==> config.mk <==
export PLATFORM = sky130hd
export DESIGN_NAME = neuron_accum
export DESIGN_NICKNAME = d
export VERILOG_FILES = /design/src/rtl/neuron_accum.sv
export SDC_FILE = /design/constraint.sdc
export NUM_CORES = 1
export LEC_CHECK = 0
export ABC_AREA = 0
export ABC_CLOCK_PERIOD_IN_PS = 6100
export CAP_MARGIN = 15
export CORE_ASPECT_RATIO = 1.2
export CORE_MARGIN = 2
export CORE_UTILIZATION = 40
export CTS_CLUSTER_SIZE = 24
export DETAILED_ROUTE_END_ITERATION = 8
export GPL_TIMING_DRIVEN = 0
export RECOVER_POWER = 100
export SYNTH_ARGS = -nofsm -noshare
export SYNTH_HDL_FRONTEND = slang
export SYNTH_SLANG_ARGS = --single-unit
==> constraint.sdc <==
create_clock -name clk -period 6.1 [get_ports clk]
set_input_delay 0.61 -clock clk [delete_from_list [all_inputs] [get_ports clk]]
set_output_delay 0.61 -clock clk [all_outputs]
set_load 0.02 [all_outputs]
==> src/rtl/neuron_accum.sv <==
// Sequential multiply-accumulate for one neuron: bias plus N_INPUTS signed products over a
// valid/ready stream. Define SATURATE_EN to clamp each addition; otherwise additions wrap.
module neuron_accum #(
    parameter int unsigned N_INPUTS = 4,
    parameter int unsigned ACT_W    = 5,
    parameter int unsigned ACC_W    = 12
) (
    input  logic             clk,
    input  logic             rst,
    input  logic             start,
    input  logic [ACC_W-1:0] bias,
    input  logic             in_valid,
    output logic             in_ready,
    input  logic [ACT_W-1:0] act_in,
    input  logic [ACT_W-1:0] w_in,
    output logic             out_valid,
    input  logic             out_ready,
    output logic [ACC_W-1:0] sum_out,
    output logic             busy
);

    localparam int unsigned CNT_W  = 4;
    localparam int unsigned PROD_W = 2 * ACT_W;

    localparam logic [1:0] ST_IDLE  = 2'd0;
    localparam logic [1:0] ST_ACCUM = 2'd1;
    localparam logic [1:0] ST_DONE  = 2'd2;

    localparam logic [CNT_W-1:0] LAST_CNT = CNT_W'(N_INPUTS - 1);

    logic [1:0]              r_state;
    logic [1:0]              w_state_d;
    logic [ACC_W-1:0]        r_acc;
    logic [ACC_W-1:0]        w_acc_d;
    logic [CNT_W-1:0]        r_cnt;
    logic [CNT_W-1:0]        w_cnt_d;
    logic signed [PROD_W-1:0] w_prod;
    logic [ACC_W-1:0]        w_prod_ext;
    logic [ACC_W-1:0]        w_sum;
    logic [ACC_W-1:0]        w_next_acc;
    logic                    w_beat;

    assign w_prod     = $signed(act_in) * $signed(w_in);
    assign w_prod_ext = {{(ACC_W - PROD_W){w_prod[PROD_W-1]}}, w_prod};
    assign w_sum      = r_acc + w_prod_ext;

`ifdef SATURATE_EN
    logic w_ovf;

    // Overflow only when both operands share a sign that the result does not.
    assign w_ovf = (r_acc[ACC_W-1] == w_prod_ext[ACC_W-1]) &&
                   (w_sum[ACC_W-1] != r_acc[ACC_W-1]);

    always_comb begin
        w_next_acc = w_sum;
        if (w_ovf) begin
            w_next_acc = r_acc[ACC_W-1] ? {1'b1, {(ACC_W - 1){1'b0}}}
                                        : {1'b0, {(ACC_W - 1){1'b1}}};
        end
    end
`else
    assign w_next_acc = w_sum;
`endif

    assign in_ready  = (r_state == ST_ACCUM);
    assign out_valid = (r_state == ST_DONE);
    assign busy      = (r_state != ST_IDLE);
    assign sum_out   = r_acc;
    assign w_beat    = in_valid && in_ready;

    always_comb begin
        w_state_d = r_state;
        w_acc_d   = r_acc;
        w_cnt_d   = r_cnt;
        case (r_state)
            ST_IDLE: begin
                if (start) begin
                    w_state_d = ST_ACCUM;
                    w_acc_d   = bias;
                    w_cnt_d   = '0;
                end
            end
            ST_ACCUM: begin
                if (w_beat) begin
                    w_acc_d = w_next_acc;
                    w_cnt_d = r_cnt + 1'b1;
                    if (r_cnt == LAST_CNT) begin
                        w_state_d = ST_DONE;
                    end
                end
            end
            ST_DONE: begin
                if (out_ready) begin
                    w_state_d = ST_IDLE;
                end
            end
            default: begin
                w_state_d = ST_IDLE;
            end
        endcase
    end

    always_ff @(posedge clk) begin
        if (rst) begin
            r_state <= ST_IDLE;
            r_acc   <= '0;
            r_cnt   <= '0;
        end else begin
            r_state <= w_state_d;
            r_acc   <= w_acc_d;
            r_cnt   <= w_cnt_d;
        end
    end

endmodule
==> flow_results.xml <==
<?xml version="1.0" encoding="UTF-8"?>
<metrics>
  <group name="timing">
    <metric name="postLayoutSetupSlackWorst" unit="ns">0.418</metric>
    <metric name="setup_repair_after_global_routing_missed_its_margin" unit="">false</metric>
    <metric name="period_needed" unit="ns">5.68</metric>
    <metric name="max_slew.worst_pin.slew" unit="ns">0.551</metric>
    <metric name="finClkSkew" unit="ns">0.00276</metric>
    <metric name="final.setup.tns" unit="ns">0</metric>
    <metric name="hold_slack" unit="ns">0.480</metric>
    <metric name="slew_headroom" unit="%">63.3</metric>
    <metric name="maxSlewViolCount" unit="">0</metric>
    <metric name="final_min_period_over_clock_period" unit="%">93.1</metric>
    <metric name="hold_violations" unit="">0</metric>
    <metric name="clock.fmax" unit="MHz">176</metric>
    <metric name="setup-violations-final" unit="">0</metric>
  </group>
  <group name="synth">
    <metric name="synth_most_common_cell" unit="">inv_1</metric>
    <metric name="synthDominantAreaCellType" unit="">dfxtp_1</metric>
    <metric name="synth.cell_area" unit="mm2">0.00227</metric>
    <metric name="syn-num-nets" unit="">341</metric>
    <metric name="yosysTopAreaCellShare" unit="%">15.9</metric>
    <metric name="synth_area_leaders" unit="">dfxtp_1 (16%), fa_1 (16%), ha_1 (15%), xnor2_1 (5.8%), inv_1 (5.5%)</metric>
    <metric name="yosys_register_bits" unit="">18</metric>
    <metric name="synth_cells" unit="">268</metric>
    <metric name="synth-seq-area-share" unit="%">15.9</metric>
    <metric name="ys_top_cells_by_count" unit="">inv_1 (33), ha_1 (28), nand2_1 (21)</metric>
    <metric name="postSynth.topFlopCell" unit="">dfxtp_1</metric>
    <metric name="yosysUniqueCellTypes" unit="">44</metric>
    <metric name="synth_edf_count" unit="">0</metric>
    <metric name="synth_area_per_cell" unit="um2">8.46</metric>
    <metric name="synth_warnings" unit="">0</metric>
    <metric name="ys_async_sr_fraction" unit="%">0</metric>
  </group>
  <group name="routing">
    <metric name="vias_per_cell" unit="">5.19</metric>
    <metric name="initialDrtViolationCount" unit="">59</metric>
    <metric name="dr_total_vias" unit="">1942</metric>
    <metric name="first_pass_iters" unit="">6</metric>
    <metric name="routed_wirelength" unit="mm">4.95</metric>
    <metric name="ant_nets" unit="">0</metric>
    <metric name="route.detailed.wl_per_inst" unit="um">13.2</metric>
    <metric name="drcViolationCount" unit="">1</metric>
  </group>
  <group name="power">
    <metric name="power.density" unit="mW/mm2">285</metric>
    <metric name="ir_worst_vdd" unit="uV">107</metric>
    <metric name="overall_power_of_the_completed_layout" unit="W">0.000790</metric>
    <metric name="total_leakage_power" unit="nW">1.27</metric>
  </group>
  <group name="critical_path">
    <metric name="crit_path_max_fanout" unit="">6</metric>
    <metric name="timing.critical_path.to_type" unit="">flip-flop</metric>
    <metric name="crit_family" unit="">adder cells</metric>
    <metric name="logic_depth_of_the_worst_setup_path_including_buffers" unit="">21</metric>
    <metric name="worst-path-buf-inv" unit="">3</metric>
    <metric name="critical_path_arrival" unit="ns">5.85</metric>
    <metric name="critical_path_class" unit="">in -&gt; reg</metric>
    <metric name="required" unit="ns">6.27</metric>
    <metric name="start_kind" unit="">input port</metric>
    <metric name="crit_top_cell" unit="">fa_1</metric>
    <metric name="timing.critical_path.cells" unit="">dlygate4sd3_1 -&gt; and2_1 -&gt; fa_1 -&gt; inv_1 -&gt; fa_1 -&gt; fa_1 -&gt; inv_1 -&gt; fa_1 -&gt; a21o_1 -&gt; a21oi_1 -&gt; o21bai_1 -&gt; a21oi_1 -&gt; xnor2_1 -&gt; ha_1 -&gt; nand4_1 -&gt; nor2_1 -&gt; a21boi_0 -&gt; a211oi_2 -&gt; xnor2_1 -&gt; xnor2_1 -&gt; a221oi_2</metric>
    <metric name="critical-path-slowest-cell" unit="">dlygate4sd3_1</metric>
    <metric name="r2r_cells" unit="">9</metric>
    <metric name="critical-path-max-stage-delay" unit="ns">0.59</metric>
  </group>
  <group name="grt">
    <metric name="via_count_of_the_first_global_routing_pass" unit="">2026</metric>
    <metric name="grt.overflow.total" unit="">0</metric>
    <metric name="grt_first_pass_wirelength" unit="mm">8.73</metric>
    <metric name="number_of_antenna_violations_at_the_first_check_in_global_routing" unit="">0</metric>
    <metric name="grt_util_all_layers" unit="%">17.4</metric>
    <metric name="grt_max_degree" unit="">11</metric>
  </group>
  <group name="worst_hold_path">
    <metric name="whs_path_depth" unit="">2</metric>
    <metric name="min_path_type" unit="">reg -&gt; reg</metric>
  </group>
  <group name="die">
    <metric name="initial_core_util" unit="%">40.8</metric>
    <metric name="coreArea" unit="mm2">0.00556</metric>
    <metric name="die_height" unit="um">86.5</metric>
    <metric name="std_cell_rows" unit="">30</metric>
    <metric name="ios" unit="">42</metric>
    <metric name="floorplan_die_width" unit="um">72.7</metric>
    <metric name="die_area" unit="mm2">0.00629</metric>
  </group>
  <group name="flow_run">
    <metric name="maxCapViolations" unit="">0</metric>
  </group>
  <group name="clocking">
    <metric name="h-tree-depth" unit="">1</metric>
    <metric name="clk_transition_reported_paths" unit="ns">0.07</metric>
    <metric name="tritoncts" unit="">done</metric>
    <metric name="postCtsSetupBuffers" unit="">0</metric>
    <metric name="post_cts_hold_buffers" unit="">0</metric>
    <metric name="quantity_of_gates_resized_following_cts" unit="">0</metric>
    <metric name="cts_num_sinks" unit="">18</metric>
    <metric name="max-clock-path-buffers" unit="">2</metric>
    <metric name="cts-buffers-inserted" unit="">3</metric>
    <metric name="clock_latency" unit="ns">0.25</metric>
    <metric name="clockRootBuffer" unit="">clkbuf_8</metric>
  </group>
  <group name="outcome">
    <metric name="status" unit="">finished, violations left</metric>
    <metric name="violated_checks" unit="">DRC</metric>
  </group>
  <group name="placed_design">
    <metric name="buffer_ports.inserted" unit="">39</metric>
    <metric name="pre_cts_slack" unit="ns">0.137</metric>
    <metric name="place.detailed.hpwl" unit="mm">4.25</metric>
    <metric name="routabilityCongestion" unit="">0.804</metric>
  </group>
  <group name="finish">
    <metric name="area.growth.synth_to_final" unit="%">22.1</metric>
    <metric name="num_antenna_cells" unit="">0</metric>
    <metric name="drive_gt1_share" unit="%">4.19</metric>
    <metric name="final_net_count" unit="">385</metric>
  </group>
</metrics>
==> tightest hold or removal path, delay by kind of cell (launching register included) <==
family / cells / cell delay [ns]
DFF: 1 / 0.33
and+or+nand+nor: 1 / 0.06
AOI/OAI and AO/OA: 1 / 0.05
==> area by class of cell <==
| cell class | instances | area, um2 |
|---|---|---|
| Clock buffer | 3 | 41.3 |
| Buffer | 8 | 36.3 |
| Sequential cell | 18 | 360 |
| Multi-Input combinational cell | 208 | 1730 |
| Fill cell | 574 | 2790 |
| Timing Repair Buffer | 39 | 390 |
| Tap cell | 64 | 80.1 |
| Inverter | 34 | 128 |
==> routing by layer <==
metal | global-route usage (%) | wire [um] | vias up
met5 | 0 | 0 | -
met4 | 6.73 | 68 | 0
met3 | 1.28 | 131 | 6
met2 | 32.6 | 2600 | 33
met1 | 20.2 | 2140 | 903
li1 | - | - | 1000
==> metrics by stage <==
stage,cells,instance area [um2],util [%]
finish,374,2770,49.9
global route,374,2770,49.9
CTS,374,2780,50.0
detailed placement,371,2740,49.3
global placement,371,2740,49.3
floorplan,268,2270,-
==> power breakdown <==
part | internal (W) | switching [W] | total (W)
clock network | 0.0000439 | 0.0000400 | 0.0000838
registers | 0.000132 | 0.0000144 | 0.000146
logic | 0.000260 | 0.000300 | 0.000560
total | 0.000436 | 0.000354 | 0.000790
==> sequential cells by signal, indices dropped and copies added, names as in the netlist <==
name     count
r_state      2
r_cnt        4
sum_out     12
==> cells in the final DEF (no fill, tap or decap), drive strengths merged, types with 3 or more instances in the layout <==
cell           synthesis  routed
inv                   34      34
ha                    28      28
clkdlybuf4s50          0      22
nand2                 21      21
a21oi                 20      20
fa                    18      18
dfxtp                 18      18
and2                  18      18
dlygate4sd3            0      17
xnor2                 16      16
nor2                  11      11
o21ai                 10      10
a21o                   8       8
clkbuf                 2       8
nor2b                  5       5
o21bai                 5       5
xor2                   5       5
nand2b                 4       4
nand4                  4       4
o221ai                 4       4
a211oi                 4       4
nor3                   3       3
a311oi                 3       3
buf                    6       3
==> path summary, 6_finish.rpt <==
| path | slack (ns) | endpoint | start |
|---|---|---|---|
| max | 0.42 | sum_out[11] | w_in[1] |
| max reg2reg | 3.74 | sum_out[10] | sum_out[0] |
| min reg2reg | 0.48 | sum_out[3] | sum_out[3] |
| min | 0.48 | sum_out[3] | sum_out[3] |
==> cells by family after synthesis <==
family | synth area share (%)
multiplexers | 1.38
adder cells (fa/ha/maj) | 31.3
AO/OA/AOI/OAI | 18.5
buffers and inverters | 7.34
XOR/XNOR | 8.44
flip-flops | 15.9
AND/OR/NAND/NOR | 17.1
(Power assumes the default switching activity.)
